$ cat src/rtl/quickq_seq_ctrl.sv
// -----------------------------------------------------------------------------
// quickq_seq_ctrl
// Sequencing controller for the QuickQ BRAM priority queue. Entries live in an
// external 1W/1R BRAM with one cycle of read latency. They are sorted by key in
// descending order, so the minimum is always at address size-1. Dequeue reloads
// the head from the new tail slot. Enqueue walks from the tail toward address 0,
// shifting every entry whose key is <= the new key up by one slot, and then
// writes the new entry into the gap.
//
// Ports
//   clk, rst          clock, synchronous active-high reset
//   enq, deq          requests, sampled only while idle (requests seen while
//                     busy are dropped)
//   kvi               {key,val} entry to enqueue
//   kvo               current minimum entry, valid while !empty
//   full/empty/busy   status flags; size is the current entry count
//   mem_we/mem_waddr/mem_wdata   BRAM write port
//   mem_raddr/mem_rdata          BRAM read port (data arrives the next cycle)
// -----------------------------------------------------------------------------
module quickq_seq_ctrl #(
    parameter int KEY_WIDTH = 8,
    parameter int VAL_WIDTH = 8,
    parameter int CAPACITY  = 16,
    parameter int AW        = $clog2(CAPACITY + 1)
) (
    input  logic                           clk,
    input  logic                           rst,
    input  logic                           enq,
    input  logic                           deq,
    input  logic [KEY_WIDTH+VAL_WIDTH-1:0] kvi,
    output logic [KEY_WIDTH+VAL_WIDTH-1:0] kvo,
    output logic                           full,
    output logic                           empty,
    output logic                           busy,
    output logic [AW-1:0]                  size,
    output logic                           mem_we,
    output logic [AW-1:0]                  mem_waddr,
    output logic [KEY_WIDTH+VAL_WIDTH-1:0] mem_wdata,
    output logic [AW-1:0]                  mem_raddr,
    input  logic [KEY_WIDTH+VAL_WIDTH-1:0] mem_rdata
);

    localparam int            EW    = KEY_WIDTH + VAL_WIDTH;
    localparam logic [AW-1:0] CAP_A = AW'(CAPACITY);
    localparam logic [AW-1:0] ONE_A = AW'(1);

    typedef enum logic [2:0] {
        S_IDLE,
        S_HEAD_RD,
        S_HEAD_LD,
        S_INS_RD,
        S_INS_CMP,
        S_INS_WR
    } state_t;

    state_t        state;
    logic [AW-1:0] size_q;
    logic [AW-1:0] idx_q;      // slot currently being examined during insertion
    logic [AW-1:0] pos_q;      // slot the new entry will be written to
    logic          replace_q;  // insertion follows the head reload
    logic [EW-1:0] temp_kv;
    logic [EW-1:0] kvo_q;

    logic accept_deq;
    logic accept_enq;
    logic accept_rep;
    logic shift;

    // Unsigned compare on the key field only.
    function automatic logic key_le(input logic [EW-1:0] a, input logic [EW-1:0] b);
        return a[EW-1 -: KEY_WIDTH] <= b[EW-1 -: KEY_WIDTH];
    endfunction

    assign full  = (size_q == CAP_A);
    assign empty = (size_q == '0);
    assign busy  = (state != S_IDLE);
    assign size  = size_q;
    assign kvo   = kvo_q;

    // Dequeue takes priority; enq together with a valid deq becomes a replace,
    // which is legal even when full because the slot is freed first.
    assign accept_deq = deq && !empty;
    assign accept_enq = enq && !full && !accept_deq;
    assign accept_rep = enq && accept_deq;

    // '<=' moves older equal keys toward the tail, so they leave first.
    assign shift = key_le(mem_rdata, temp_kv);

    // BRAM port drive. The shift write depends on the data read this cycle,
    // so the port is decoded straight from the current state.
    always_comb begin
        mem_we    = 1'b0;
        mem_waddr = '0;
        mem_wdata = '0;
        mem_raddr = '0;
        case (state)
            S_HEAD_RD: mem_raddr = size_q - ONE_A;
            S_INS_RD:  mem_raddr = idx_q;
            S_INS_CMP: begin
                if (shift) begin
                    mem_we    = 1'b1;
                    mem_waddr = idx_q + ONE_A;
                    mem_wdata = mem_rdata;
                end
            end
            S_INS_WR: begin
                mem_we    = 1'b1;
                mem_waddr = pos_q;
                mem_wdata = temp_kv;
            end
            default: ;
        endcase
    end

    // Entry being enqueued; pure data, captured on any accept.
    always_ff @(posedge clk) begin
        if (state == S_IDLE && (accept_deq || accept_enq))
            temp_kv <= kvi;
    end

    always_ff @(posedge clk) begin
        if (rst) begin
            state     <= S_IDLE;
            size_q    <= '0;
            idx_q     <= '0;
            pos_q     <= '0;
            replace_q <= 1'b0;
            kvo_q     <= '0;
        end else begin
            case (state)
                S_IDLE: begin
                    if (accept_deq) begin
                        replace_q <= accept_rep;
                        size_q    <= size_q - ONE_A;
                        if (size_q == ONE_A) begin
                            // Queue drains to zero: no head to reload. A replace
                            // drops straight into writing slot 0.
                            if (accept_rep) begin
                                pos_q <= '0;
                                state <= S_INS_WR;
                            end
                        end else begin
                            state <= S_HEAD_RD;
                        end
                    end else if (accept_enq) begin
                        replace_q <= 1'b0;
                        if (empty) begin
                            pos_q <= '0;
                            state <= S_INS_WR;
                        end else begin
                            idx_q <= size_q - ONE_A;
                            state <= S_INS_RD;
                        end
                    end
                end
                S_HEAD_RD: state <= S_HEAD_LD;
                S_HEAD_LD: begin
                    kvo_q <= mem_rdata;
                    if (replace_q) begin
                        idx_q <= size_q - ONE_A;
                        state <= S_INS_RD;
                    end else begin
                        state <= S_IDLE;
                    end
                end
                S_INS_RD: state <= S_INS_CMP;
                S_INS_CMP: begin
                    if (shift) begin
                        if (idx_q == '0) begin
                            pos_q <= '0;
                            state <= S_INS_WR;
                        end else begin
                            idx_q <= idx_q - ONE_A;
                            state <= S_INS_RD;
                        end
                    end else begin
                        pos_q <= idx_q + ONE_A;
                        state <= S_INS_WR;
                    end
                end
                S_INS_WR: begin
                    size_q    <= size_q + ONE_A;
                    replace_q <= 1'b0;
                    // Landing on the tail slot means the new entry is the minimum.
                    if (pos_q == size_q)
                        kvo_q <= temp_kv;
                    state <= S_IDLE;
                end
                default: state <= S_IDLE;
            endcase
        end
    end

endmodule

$ cat config.mk
export PLATFORM = sky130hd
export DESIGN_NAME = quickq_seq_ctrl
export DESIGN_NICKNAME = d
export VERILOG_FILES = /design/src/rtl/quickq_seq_ctrl.sv
export SDC_FILE = /design/constraint.sdc
export NUM_CORES = 1
export LEC_CHECK = 0
export ABC_AREA = 1
export BUFFER_PORTS_ARGS = -buffer_cell sky130_fd_sc_hd__buf_2
export CORE_UTILIZATION = 53
export DETAILED_ROUTE_END_ITERATION = 6
export GPL_TIMING_DRIVEN = 0
export PLACE_DENSITY = 0.81
export SLEW_MARGIN = 15
export SYNTH_ARGS = -nofsm -noshare
export SYNTH_HDL_FRONTEND = slang
export SYNTH_SLANG_ARGS = --single-unit
$ cat constraint.sdc
create_clock -name clk -period 2.8 [get_ports clk]
set_clock_uncertainty 0.15 [all_clocks]
set_input_delay 0.56 -clock clk [delete_from_list [all_inputs] [get_ports clk]]
set_output_delay 0.56 -clock clk [all_outputs]
set_load 0.02 [all_outputs]
==> results of run 1 <==
power groups by stage:
stage / registers, µW / clock network, µW / logic [µW]
6_report: 1260 / 455 / 2680
5_1_grt: 1290 / 477 / 2940
4_1_cts: 1250 / 458 / 2460
3_5_place_dp: 1270 / 0 / 2400
3_3_place_gp: 1260 / 0 / 2350
2_1_floorplan: 1330 / 0 / 1700
what timing repair did:
action                     in CTS  in global routing
buffers inserted                4                  4
setup endpoints to repair      20                 21
gates resized for setup         5                 54
pin swaps                       3                  5
cloned                          0                  2
hold endpoints to repair        0                  0
cell type report:
cell class / instances / area (µm²) / area share, %
Buffer: 13 / 91.3 / 2.24
Clock buffer: 5 / 68.8 / 1.69
Clock inverter: 3 / 27.5 / 0.676
Inverter: 58 / 223 / 5.47
Multi-Input combinational cell: 299 / 1800 / 44.3
Sequential cell: 51 / 1180 / 29.0
Tap cell: 72 / 90.1 / 2.21
Timing Repair Buffer: 94 / 587 / 14.4
cells in the mapped netlist (all sizes together):
library cell  instances  share of area [%]
buf                   8                1.9
ha                   14                5.6
edfxtp               16                 15
clkbuf                5               0.64
o22ai                 6                1.2
nand4                 9                2.2
nor2                 55                7.4
a31oi                 3               0.60
dfxtp                35                 23
o21ai                64                 11
xor2                 10                2.8
a21o                  1               0.24
nor3                  2               0.48
nand2                83                 11
nand3                29                6.1
a21oi                19                3.1
xnor2                 3               0.85
inv                  58                7.2
critical path: cells and delay by family (launching register included):
kind	cells	cell delay, ns
buf+inv	3	0.41
fa+ha+maj	1	0.20
flops	1	0.43
simple gates	4	0.45
compound gates	2	0.32
sequential cells by signal, summed over array words and instances (netlist names):
name	flops
pos_q	5
kvo	16
state	3
size	5
idx_q	5
temp_kv	16
replace_q	1
metal layers:
metal  global-route usage, %  wire length (µm)
met5                       0                 0
met4                    9.44               359
met3                    5.47               568
met2                    47.3              4420
met1                    33.0              3750
final timing paths:
kind	start	endpoint	cells after the start	slack, ns
max	temp_kv[15]$_DFFE_PP_	mem_wdata[1]	10	-0.05
min	kvi[7]	temp_kv[7]$_DFFE_PP_	1	0.26
max reg2reg	size[0]$_SDFFE_PP0P_	temp_kv[1]$_DFFE_PP_	7	0.45
min reg2reg	idx_q[4]$_SDFFE_PP0P_	idx_q[4]$_SDFFE_PP0P_	2	0.35
cells by family after synthesis:
kind of cell	after synthesis
compound gates	93
fa+ha+maj	14
flops	51
buf+inv	71
xor+xnor	13
simple gates	178
metrics by stage:
stage | instances | setup WS [ns] | hold WS [ns]
floorplan | 420 | 0.128 | 0.309
CTS | 589 | 0.0115 | 0.260
finish | 595 | -0.0457 | 0.260
global route | 595 | -0.0972 | 0.254
detailed placement | 577 | -0.188 | 0.340
global placement | 577 | -0.161 | 0.323
==> summary.md, run 1 <==
| Metric | Value |
|---|---|
| Number of warnings reported in the yosys synthesis log | 0 |
| Crit path time final | ~2.8 ns |
| Fmax | 0.351 GHz |
| Kind of critical path | reg -> out |
| VDD IR-drop max | just under 0.8 mV |
| Classification of the worst-slack hold path | in -> reg |
| Largest stage delay on the critical path | around 0.43 ns |
| Post-cts hold buffer count | 0 |
| Outcome | finished with violations |
| Via count of the first global-routing pass | ~2900 |
| Failing checks | setup timing |
| Synthesized-area fraction occupied by xor and xnor cells | under 10% |
| Dominant combinational cell family by area after synthesis | simple AND/OR/NAND/NOR gates |
| Overall via count from detail_route | about 3300 |
| Top-level port count | 87 |
| Total number of H-tree levels | 2 |
| Clk network pwr share | around a tenth |
| Horizontal extent of the die | 78.5 µm |
| Distinct cell type count of the synthesized netlist | 33 |
| Clock latency on the worst-skew pair | slightly above 0.3 ns |
| Combinational share of power | about three fifths |
| First-pass iteration count of the detailed router | 6 |
| Filler Cell Count | 436 |
| Sw frac | around 50% |
| Synthesized-area fraction occupied by and/or/nand/nor cells | a little over a quarter |
| RSZ-0062 raised after global routing | true |
| Worst Setup Start Kind | register |
| Initial core utilization | between 50% and 60% |
| Largest net degree at the start of global routing | 19 |
| Share of total power in sequential cells | 28.7% |
| Critical path cell sequence | inv_1 -> ha_4 -> a21o_1 -> nor2_1 -> nand2_2 -> nand2_4 -> nand2_8 -> buf_12 -> o21ai_2 -> buf_6 |
| Commonest cells after routing, fill and taps aside | sky130_fd_sc_hd__nand2_1, sky130_fd_sc_hd__buf_2, sky130_fd_sc_hd__inv_1, sky130_fd_sc_hd__nor2_1, sky130_fd_sc_hd__o21ai_0 |
| Mapped Cells | 420 |
| Initial antenna violation count | 0 |
| HPWL reported at the end of detailed placement | 6150 µm |
| Transition time at the pin with the least slew margin | about 0.68 ns |
| Final hold violation count | 0 |
| Share of cell area taken by muxes after synthesis | 0% |
| Die Y | 78.5 µm |
| Worst setup margin | -0.0457 ns |
| DP Area | between 3000 and 4000 µm² |
| Final Wtd Congestion | roughly 0.9 |
| Number of antenna repair diodes | 0 |
| Largest fanout on the critical path | 5 |
| Worst relative slew slack | a little over half |
| Layout cell share with drive strength beyond 1 | between 30% and 40% |
| Avg Cell Area, Syn | approximately 7.4 µm² |
| Nets in the synthesized netlist | between 400 and 500 |
| Final Core Density | about three quarters |
| Number of cell rows | 27 |
| Fraction of the cycle the final worst path needs | 102% |
| Number of buffers created by CTS | 5 |
| Crit path max-delay cell type | sky130_fd_sc_hd__edfxtp_1 |
| Cell-internal power | 2180 µW |
| Power dissipated by switching net loads | ~2200 µW |
| Final net count | 572 |
| Critical Path End Type | primary output |
| Number of sinks driven by the clock tree | 51 |
| Number of port buffers | between 80 and 90 |
| CTS clock-pin slew for the worst setup and hold paths | between 0.1 and 0.15 ns |
| Seq/Total Area, Yosys | roughly two fifths |
| Post-Syn Area | around 3100 µm² |
| Total global routing track utilization | roughly 27% |
| Area Overhead vs Synth | 31.2% |
| Routed via count divided by cell count | 5.49 |
| CTS Root Buffer Type | sky130_fd_sc_hd__clkbuf_8 |
| Total Power | between 4000 and 5000 µW |
| TritonCTS clock tree | yes |
| Leakage power summed over all cells | 0.00200 µW |
| Maximum clock path buffer count | 2 |
| Aggregate routed wire length | around 9100 µm |
| Final instance area | 4070 µm² |
| Wirelength per Cell | 15.3 µm |
| Detail Route Antenna Nets | 0 |
| Starting DRT DRC Count | roughly 270 |
| Data arrival at the endpoint of the critical path | 2.14 ns |
| Compound-Gate Fraction of Synth Area | 15.8% |
| Number of synthesized register bits | 51 |
| Number of max-slew violations in the final report | 0 |
| Remaining Overflow, GRT | 0 |
| Cell Pwr Density | roughly 1100 nW/µm² |
| Number of violations of the max-capacitance limit | 0 |
| Area inside the core boundary | between 5000 and 6000 µm² |
| Setup-violating endpoint count in the final report | 4 |
| First-pass GRT wire length | around 13000 µm |
| Worst Path Required | 2.09 ns |
| Drt drc | 0 |
| Die footprint | a little over 6000 µm² |
| Most common library cell in the layout ignoring fill and taps | sky130_fd_sc_hd__nand2_1 |
| Sum of negative setup slack | -0.0488 ns |
| Post-Synth Adder-Cell Area | 5.65% |
Note: power is estimated with default switching activity, not from simulation.
==> run 2, diff against run 1 <==
--- a/config.mk
+++ b/config.mk
@@ -8,5 +8,7 @@
 export ABC_AREA = 1
 export BUFFER_PORTS_ARGS = -buffer_cell sky130_fd_sc_hd__buf_2
+export CORE_ASPECT_RATIO = 0.75
 export CORE_UTILIZATION = 53
+export CTS_CLUSTER_SIZE = 8
 export DETAILED_ROUTE_END_ITERATION = 6
 export GPL_TIMING_DRIVEN = 0
==> constraint.sdc (replaced) <==
create_clock -name clk -period 2.8 [get_ports clk]
set_clock_uncertainty 0.15 [all_clocks]
set_input_delay 0.28 -clock clk [delete_from_list [all_inputs] [get_ports clk]]
set_output_delay 0.28 -clock clk [all_outputs]
set_load 0.02 [all_outputs]
==> run 2 against run 1 <==
Effect of this change:
- largest cell class unchanged
- critical endpoint is now mem_wdata[13]
- the run now ends clean
- clock-buffer cell count did not move
- die area barely moved
- power fell by 2.1%
- non-clock buffer count rose by 7
- maximum frequency rose by 6.2%
- wire length fell by 3.7%
- combinational power fell by 6%
==> summary.md, run 2 (synthesized netlist as in run 1, its figures left out) <==
| Metric | Value |
|---|---|
| Total number of H-tree levels | 2 (unchanged) |
| Kind of critical path | reg -> out (unchanged) |
| Number of max-slew violations in the final report | 0 (unchanged) |
| CTS Root Buffer Type | sky130_fd_sc_hd__clkbuf_8 (unchanged) |
| Final Wtd Congestion | 0.924 (was 0.885) |
| Aggregate routed wire length | 8760 µm (was 9090 µm) |
| Transition time at the pin with the least slew margin | 0.759 ns (was 0.684 ns) |
| Number of sinks driven by the clock tree | 51 (unchanged) |
| Area inside the core boundary | 5500 µm² (was 5570 µm²) |
| Number of cell rows | 23 (was 27) |
| Fin cells | 604 (was 595) |
| Outcome | completed (was finished with violations) |
| First-pass GRT wire length | 14100 µm (was 13100 µm) |
| Worst Setup Start Kind | register (unchanged) |
| Largest net degree at the start of global routing | 17 (was 19) |
| Horizontal extent of the die | 90.4 µm (was 78.5 µm) |
| Filler Cell Count | 469 (was 436) |
| Final hold violation count | 0 (unchanged) |
| Drt drc | 0 (unchanged) |
| Via count of the first global-routing pass | 3006 (was 2939) |
| Cell Pwr Density | 1100 nW/µm² (was 1080 nW/µm²) |
| Worst Path Required | 2.37 ns (was 2.09 ns) |
| HPWL reported at the end of detailed placement | 6430 µm (was 6150 µm) |
| Starting DRT DRC Count | 245 (was 273) |
| Worst relative slew slack | 49.3% (was 54.4%) |
| Setup-violating endpoint count in the final report | 0 (was 4) |
| Routed via count divided by cell count | 5.40 (was 5.49) |
| Top-level port count | 87 (unchanged) |
| Most common library cell in the layout ignoring fill and taps | sky130_fd_sc_hd__buf_2 (was sky130_fd_sc_hd__nand2_1) |
| Initial antenna violation count | 0 (unchanged) |
| TritonCTS clock tree | yes (unchanged) |
| Classification of the worst-slack hold path | in -> reg (unchanged) |
| Die footprint | 6170 µm² (was 6160 µm²) |
| Leakage power summed over all cells | 0.00200 µW (about the same) |
| Clock latency on the worst-skew pair | 0.31 ns (about the same) |
| Number of port buffers | 85 (unchanged) |
| Die Y | 68.3 µm (was 78.5 µm) |
| Placed cell count | 580 (was 577) |
| Area Overhead vs Synth | 25.8% (was 31.2%) |
| VDD IR-drop max | 0.790 mV (was 0.775 mV) |
| Initial core utilization | 56.5% (was 55.7%) |
| Data arrival at the endpoint of the critical path | 2.25 ns (was 2.14 ns) |
| Number of buffers created by CTS | 5 (unchanged) |
| Critical Path End Type | primary output (unchanged) |
| Remaining Overflow, GRT | 0 (unchanged) |
| Final net count | 578 (was 572) |
| Crit path time final | 2.68 ns (was 2.85 ns) |
| Worst reg2reg setup slack | 0.25 ns (was 0.45 ns) |
| RSZ-0062 raised after global routing | false (was true) |
| CTS clock-pin slew for the worst setup and hold paths | 0.10 ns (was 0.11 ns) |
| Commonest cells after routing, fill and taps aside | sky130_fd_sc_hd__buf_2, sky130_fd_sc_hd__nand2_1, sky130_fd_sc_hd__inv_1, sky130_fd_sc_hd__o21ai_0, sky130_fd_sc_hd__nor2_1 (was sky130_fd_sc_hd__nand2_1, sky130_fd_sc_hd__buf_2, sky130_fd_sc_hd__inv_1, sky130_fd_sc_hd__nor2_1, sky130_fd_sc_hd__o21ai_0) |
| Fmax | 0.373 GHz (was 0.351 GHz) |
| Number of violations of the max-capacitance limit | 0 (unchanged) |
| Layout cell share with drive strength beyond 1 | 25.3% (was 30.8%) |
| First-pass iteration count of the detailed router | 5 (was 6) |
| Total global routing track utilization | 29.3% (was 27.2%) |
| Sum of negative setup slack | 0 ns (was -0.0488 ns) |
| Overall via count from detail_route | 3263 (was 3268) |
| Number of antenna repair diodes | 0 (unchanged) |
| Wirelength per Cell | 14.5 µm (was 15.3 µm) |
| Maximum clock path buffer count | 2 (unchanged) |
| Largest fanout on the critical path | 10 (was 5) |
| Detail Route Antenna Nets | 0 (unchanged) |
| Fraction of the cycle the final worst path needs | 95.7% (was 102%) |
-- run 2: final timing paths --
path,start,endpoint,cells past startpoint
max,temp_kv[15]$_DFFE_PP_,mem_wdata[13],10
min,kvi[8],temp_kv[8]$_DFFE_PP_,1
max reg2reg,size[0]$_SDFFE_PP0P_,temp_kv[8]$_DFFE_PP_,7
min reg2reg,idx_q[3]$_SDFFE_PP0P_,idx_q[3]$_SDFFE_PP0P_,2
-- run 2: area by class of cell --
cell class,instances,area (µm²),area share [%]
tap,75,93.8,2.40
clock inverter,3,43.8,1.12
multi-input combinational,298,1630,41.8
buffer,13,80.1,2.05
inverter,58,223,5.71
clock buffer,5,68.8,1.76
sequential,51,1180,30.3
timing repair buffer,101,581,14.9
-- run 2: power by group --
part / internal (µW) / switching (µW) / leakage [µW] / total, µW
clock network: 267 / 263 / 0.0000581 / 530
registers: 1050 / 216 / 0.000439 / 1260
logic: 831 / 1670 / 0.00150 / 2510
total: 2150 / 2150 / 0.00200 / 4300
-- run 2: metrics by stage --
stage               power (µW)  area (µm²)  utilization [%]  hold slack [ns]  setup WS [ns]
floorplan                 3020        3100                -            0.229          0.601
detailed placement        3700        3620             65.9            0.308          0.304
global placement          3640        3620             65.9            0.307          0.358
global route              4640        3900             71.0          0.00528        0.00833
CTS                       4240        3870             70.5          0.00670         0.0169
finish                    4300        3900             71.0          0.00689          0.121
-- run 2: worst max-delay path, stage by stage, from the launching register on --
cell and delay, ns:
sky130_fd_sc_hd__edfxtp_1 0.41, sky130_fd_sc_hd__inv_1 0.10, sky130_fd_sc_hd__ha_1 0.24, sky130_fd_sc_hd__a21o_1 0.16, sky130_fd_sc_hd__nor2_1 0.14, sky130_fd_sc_hd__nand2_2 0.14
sky130_fd_sc_hd__nand2_4 0.13, sky130_fd_sc_hd__nand2_4 0.11, sky130_fd_sc_hd__buf_6 0.16, sky130_fd_sc_hd__o21ai_1 0.13, sky130_fd_sc_hd__buf_2 0.19
-- run 2: repair_timing --
item | CTS | global route
setup endpoints to repair | 0 | 18
hold buffers | 14 | 0
gates resized for setup | 0 | 3
endpoints found under the hold margin | 14 | 0
buffers inserted | 0 | 2
-- run 2: routing by layer --
metal,up-vias,routed length [µm],global-route usage [%]
met2,157,4060,50.6
met5,-,0,0
met1,1498,3870,39.5
met4,0,95,7.26
li1,1597,-,-
met3,11,736,4.11
==> run 3, diff against run 2 <==
Settings changed: CORE_ASPECT_RATIO 0.75 to 1.2, RECOVER_POWER from default to 50.
==> run 3 against run 2 <==
Effect of this change:
- power fell by 2.9%
- first-iteration DRC count fell by 13%
- setup slack improved by 0.012 ns
- utilization fell by 2.8 points
- wire length fell by 6.4%
- die area barely moved
- combinational power fell by 5%
- cell area fell by 0.96%
- clock-buffer cell count did not move
- sequential power barely moved
==> summary.md, run 3 (synthesized netlist as in run 1, its figures left out) <==
| Metric | Value |
|---|---|
| Power dissipated by switching net loads | 2080 µW (was 2150 µW) |
| Outcome | completed (unchanged) |
| Most common library cell in the layout ignoring fill and taps | sky130_fd_sc_hd__nand2_1 (was sky130_fd_sc_hd__buf_2) |
| Maximum clock path buffer count | 2 (unchanged) |
| RSZ-0062 raised after global routing | false (unchanged) |
| Area Overhead vs Synth | 24.6% (was 25.8%) |
| First-pass GRT wire length | 13400 µm (was 14100 µm) |
| Fraction of the cycle the final worst path needs | 95.3% (was 95.7%) |
| Detail Route Antenna Nets | 0 (unchanged) |
| Cell-internal power | 2100 µW (was 2150 µW) |
| Crit path buf inv count | 3 (unchanged) |
| Data arrival at the endpoint of the critical path | 2.24 ns (was 2.25 ns) |
| Critical Path End Type | primary output (unchanged) |
| Largest net degree at the start of global routing | 18 (was 17) |
| Aggregate routed wire length | 8200 µm (was 8760 µm) |
| Largest fanout on the critical path | 10 (unchanged) |
| Critical path cell sequence | inv_1 -> ha_1 -> a21o_1 -> nor2_1 -> nand2_2 -> nand2_4 -> nand2_4 -> buf_6 -> o21ai_1 -> buf_4 (was inv_1 -> ha_1 -> a21o_1 -> nor2_1 -> nand2_2 -> nand2_4 -> nand2_4 -> buf_6 -> o21ai_1 -> buf_2) |
| Number of max-slew violations in the final report | 0 (unchanged) |
| Number of violations of the max-capacitance limit | 0 (unchanged) |
| Worst Path Required | 2.37 ns (about the same) |
| Met3 routing resource usage after global routing | 4.82% (was 4.11%) |
| Cell occurring most often along the worst timing path | sky130_fd_sc_hd__nand2_4 (unchanged) |
| Crit path max-delay cell type | sky130_fd_sc_hd__edfxtp_1 (unchanged) |
| Number of sinks driven by the clock tree | 51 (unchanged) |
| Leakage power summed over all cells | 0.00190 µW (was 0.00200 µW) |
| Final hold violation count | 0 (unchanged) |
| Worst Setup Start Kind | register (unchanged) |
| Wirelength per Cell | 13.4 µm (was 14.5 µm) |
| Number of port buffers | 85 (unchanged) |
| Horizontal extent of the die | 71.9 µm (was 90.4 µm) |
| First-pass iteration count of the detailed router | 4 (was 5) |
| Clk network pwr share | 12.8% (was 12.3%) |
| Top-level port count | 87 (unchanged) |
| Clock latency on the worst-skew pair | 0.31 ns (about the same) |
| Drt drc | 0 (unchanged) |
| Layout cell share with drive strength beyond 1 | 19.6% (was 25.3%) |
| Die Y | 85.8 µm (was 68.3 µm) |
| Number of cells on the worst reg-to-reg path | 7 (unchanged) |
| Largest stage delay on the critical path | 0.42 ns (was 0.41 ns) |
| TritonCTS clock tree | yes (unchanged) |
| Sum of negative setup slack | 0 ns (unchanged) |
| Final Wtd Congestion | 0.929 (was 0.924) |
| Min Hold Slack | 0.208 ns (was 0.00689 ns) |
| Family of cells with the greatest summed delay on the critical path | simple AND/OR/NAND/NOR gates (unchanged) |
| Initial antenna violation count | 0 (unchanged) |
| Fmax | 0.375 GHz (was 0.373 GHz) |
| Number of cell rows | 30 (was 23) |
| Routed via count divided by cell count | 5.24 (was 5.40) |
| Crit path time final | 2.67 ns (was 2.68 ns) |
| Initial core utilization | 54.7% (was 56.5%) |
| Classification of the worst-slack hold path | in -> reg (unchanged) |
| Overall via count from detail_route | 3198 (was 3263) |
| Share of total power in sequential cells | 30.1% (was 29.4%) |
| Commonest cells after routing, fill and taps aside | sky130_fd_sc_hd__nand2_1, sky130_fd_sc_hd__buf_2, sky130_fd_sc_hd__inv_1, sky130_fd_sc_hd__nor2_1, sky130_fd_sc_hd__o21ai_0 (was sky130_fd_sc_hd__buf_2, sky130_fd_sc_hd__nand2_1, sky130_fd_sc_hd__inv_1, sky130_fd_sc_hd__o21ai_0, sky130_fd_sc_hd__nor2_1) |
| Sw frac | 49.7% (was 50.1%) |
| Total stage count of the critical path | 10 (unchanged) |
| Die footprint | 6170 µm² (about the same) |
| Area inside the core boundary | 5670 µm² (was 5500 µm²) |
| Hold Path Depth | 2 (was 1) |
| Combinational share of power | 57.1% (was 58.3%) |
| Total global routing track utilization | 27.8% (was 29.3%) |
| Number of buffers created by CTS | 5 (unchanged) |
| Fraction of met2 tracks used by global routing | 49.6% (was 50.6%) |
| Worst relative slew slack | 57.5% (was 49.3%) |
| CTS Root Buffer Type | sky130_fd_sc_hd__clkbuf_8 (unchanged) |
| Starting DRT DRC Count | 212 (was 245) |
| Setup-violating endpoint count in the final report | 0 (unchanged) |
| Final Core Density | 68.2% (was 71.0%) |
| HPWL reported at the end of detailed placement | 6140 µm (was 6430 µm) |
| Kind of critical path | reg -> out (unchanged) |
| Total number of H-tree levels | 2 (unchanged) |
| Filler Cell Count | 499 (was 469) |
| Transition time at the pin with the least slew margin | 0.636 ns (was 0.759 ns) |
| Via count of the first global-routing pass | 2949 (was 3006) |
| Final net count | 579 (was 578) |
| Global-route track usage on met1 | 33.6% (was 39.5%) |
| Gr busiest metal | met2 (unchanged) |
| CTS clock-pin slew for the worst setup and hold paths | 0.10 ns (about the same) |
| VDD IR-drop max | 0.501 mV (was 0.790 mV) |
| Remaining Overflow, GRT | 0 (unchanged) |
| Number of antenna repair diodes | 0 (unchanged) |
| Cell Pwr Density | 1080 nW/µm² (was 1100 nW/µm²) |
## run 3: cell count changes in the layout (fill, tap and decap cells not counted), sizes merged
cell,previous run,this run
buf,95,71
clkinvlp,0,2
clkbuf,10,33
dlygate4sd3,14,16
clkinv,2,0
## run 3: repair_timing
action,CTS,global route
hold buffers,16,0
pin swaps,2,0
endpoints found under the setup margin,2,10
gates resized for setup,1,3
endpoints found under the hold margin,16,0
cloned,0,0
setup buffers,1,0
## run 3: final timing paths
check,start,endpoint,slack (ns)
min,rst,state[0]$_SDFFE_PP0P_,0.21
max,temp_kv[15]$_DFFE_PP_,mem_wdata[15],0.13
max reg2reg,size[0]$_SDFFE_PP0P_,temp_kv[7]$_DFFE_PP_,0.24
min reg2reg,idx_q[4]$_SDFFE_PP0P_,idx_q[4]$_SDFFE_PP0P_,0.37
## run 3: layout make-up
cell class	count	area, µm²	share of cell area [%]
multi-input combinational	298	1600	41.5
buffer	13	72.6	1.88
tap	80	100	2.59
sequential	51	1180	30.6
timing repair buffer	102	571	14.8
clock buffer	5	68.8	1.78
clock inverter	3	46.3	1.20
inverter	58	221	5.73
## run 3: power by group through the flow
stage          Combinational [µW]  Clock (µW)  Sequential (µW)
3_5_place_dp                 2410           0             1270
6_report                     2380         535             1260
2_1_floorplan                1700           0             1330
5_1_grt                      2670         573             1290
3_3_place_gp                 2360           0             1250
4_1_cts                      2450         546             1250
## run 3: per-layer routing
metal  routed length (µm)  vias to the layer above  share of wire [%]
li1                     -                     1597                  -
met1                 3450                     1482                 42
met2                 4140                      104                 51
met3                  455                       15                5.6
met4                  150                        0                1.8
met5                    0                        -                  0
## run 3: through the flow
step	area [µm²]	worst slack, ns	instances	power [µW]
3_5_place_dp	3630	0.317	585	3680
4_1_cts	3920	0.0674	610	4240
5_1_grt	3860	0.00696	610	4530
2_1_floorplan	3100	0.601	420	3020
6_report	3860	0.133	610	4180
3_3_place_gp	3630	0.379	585	3610
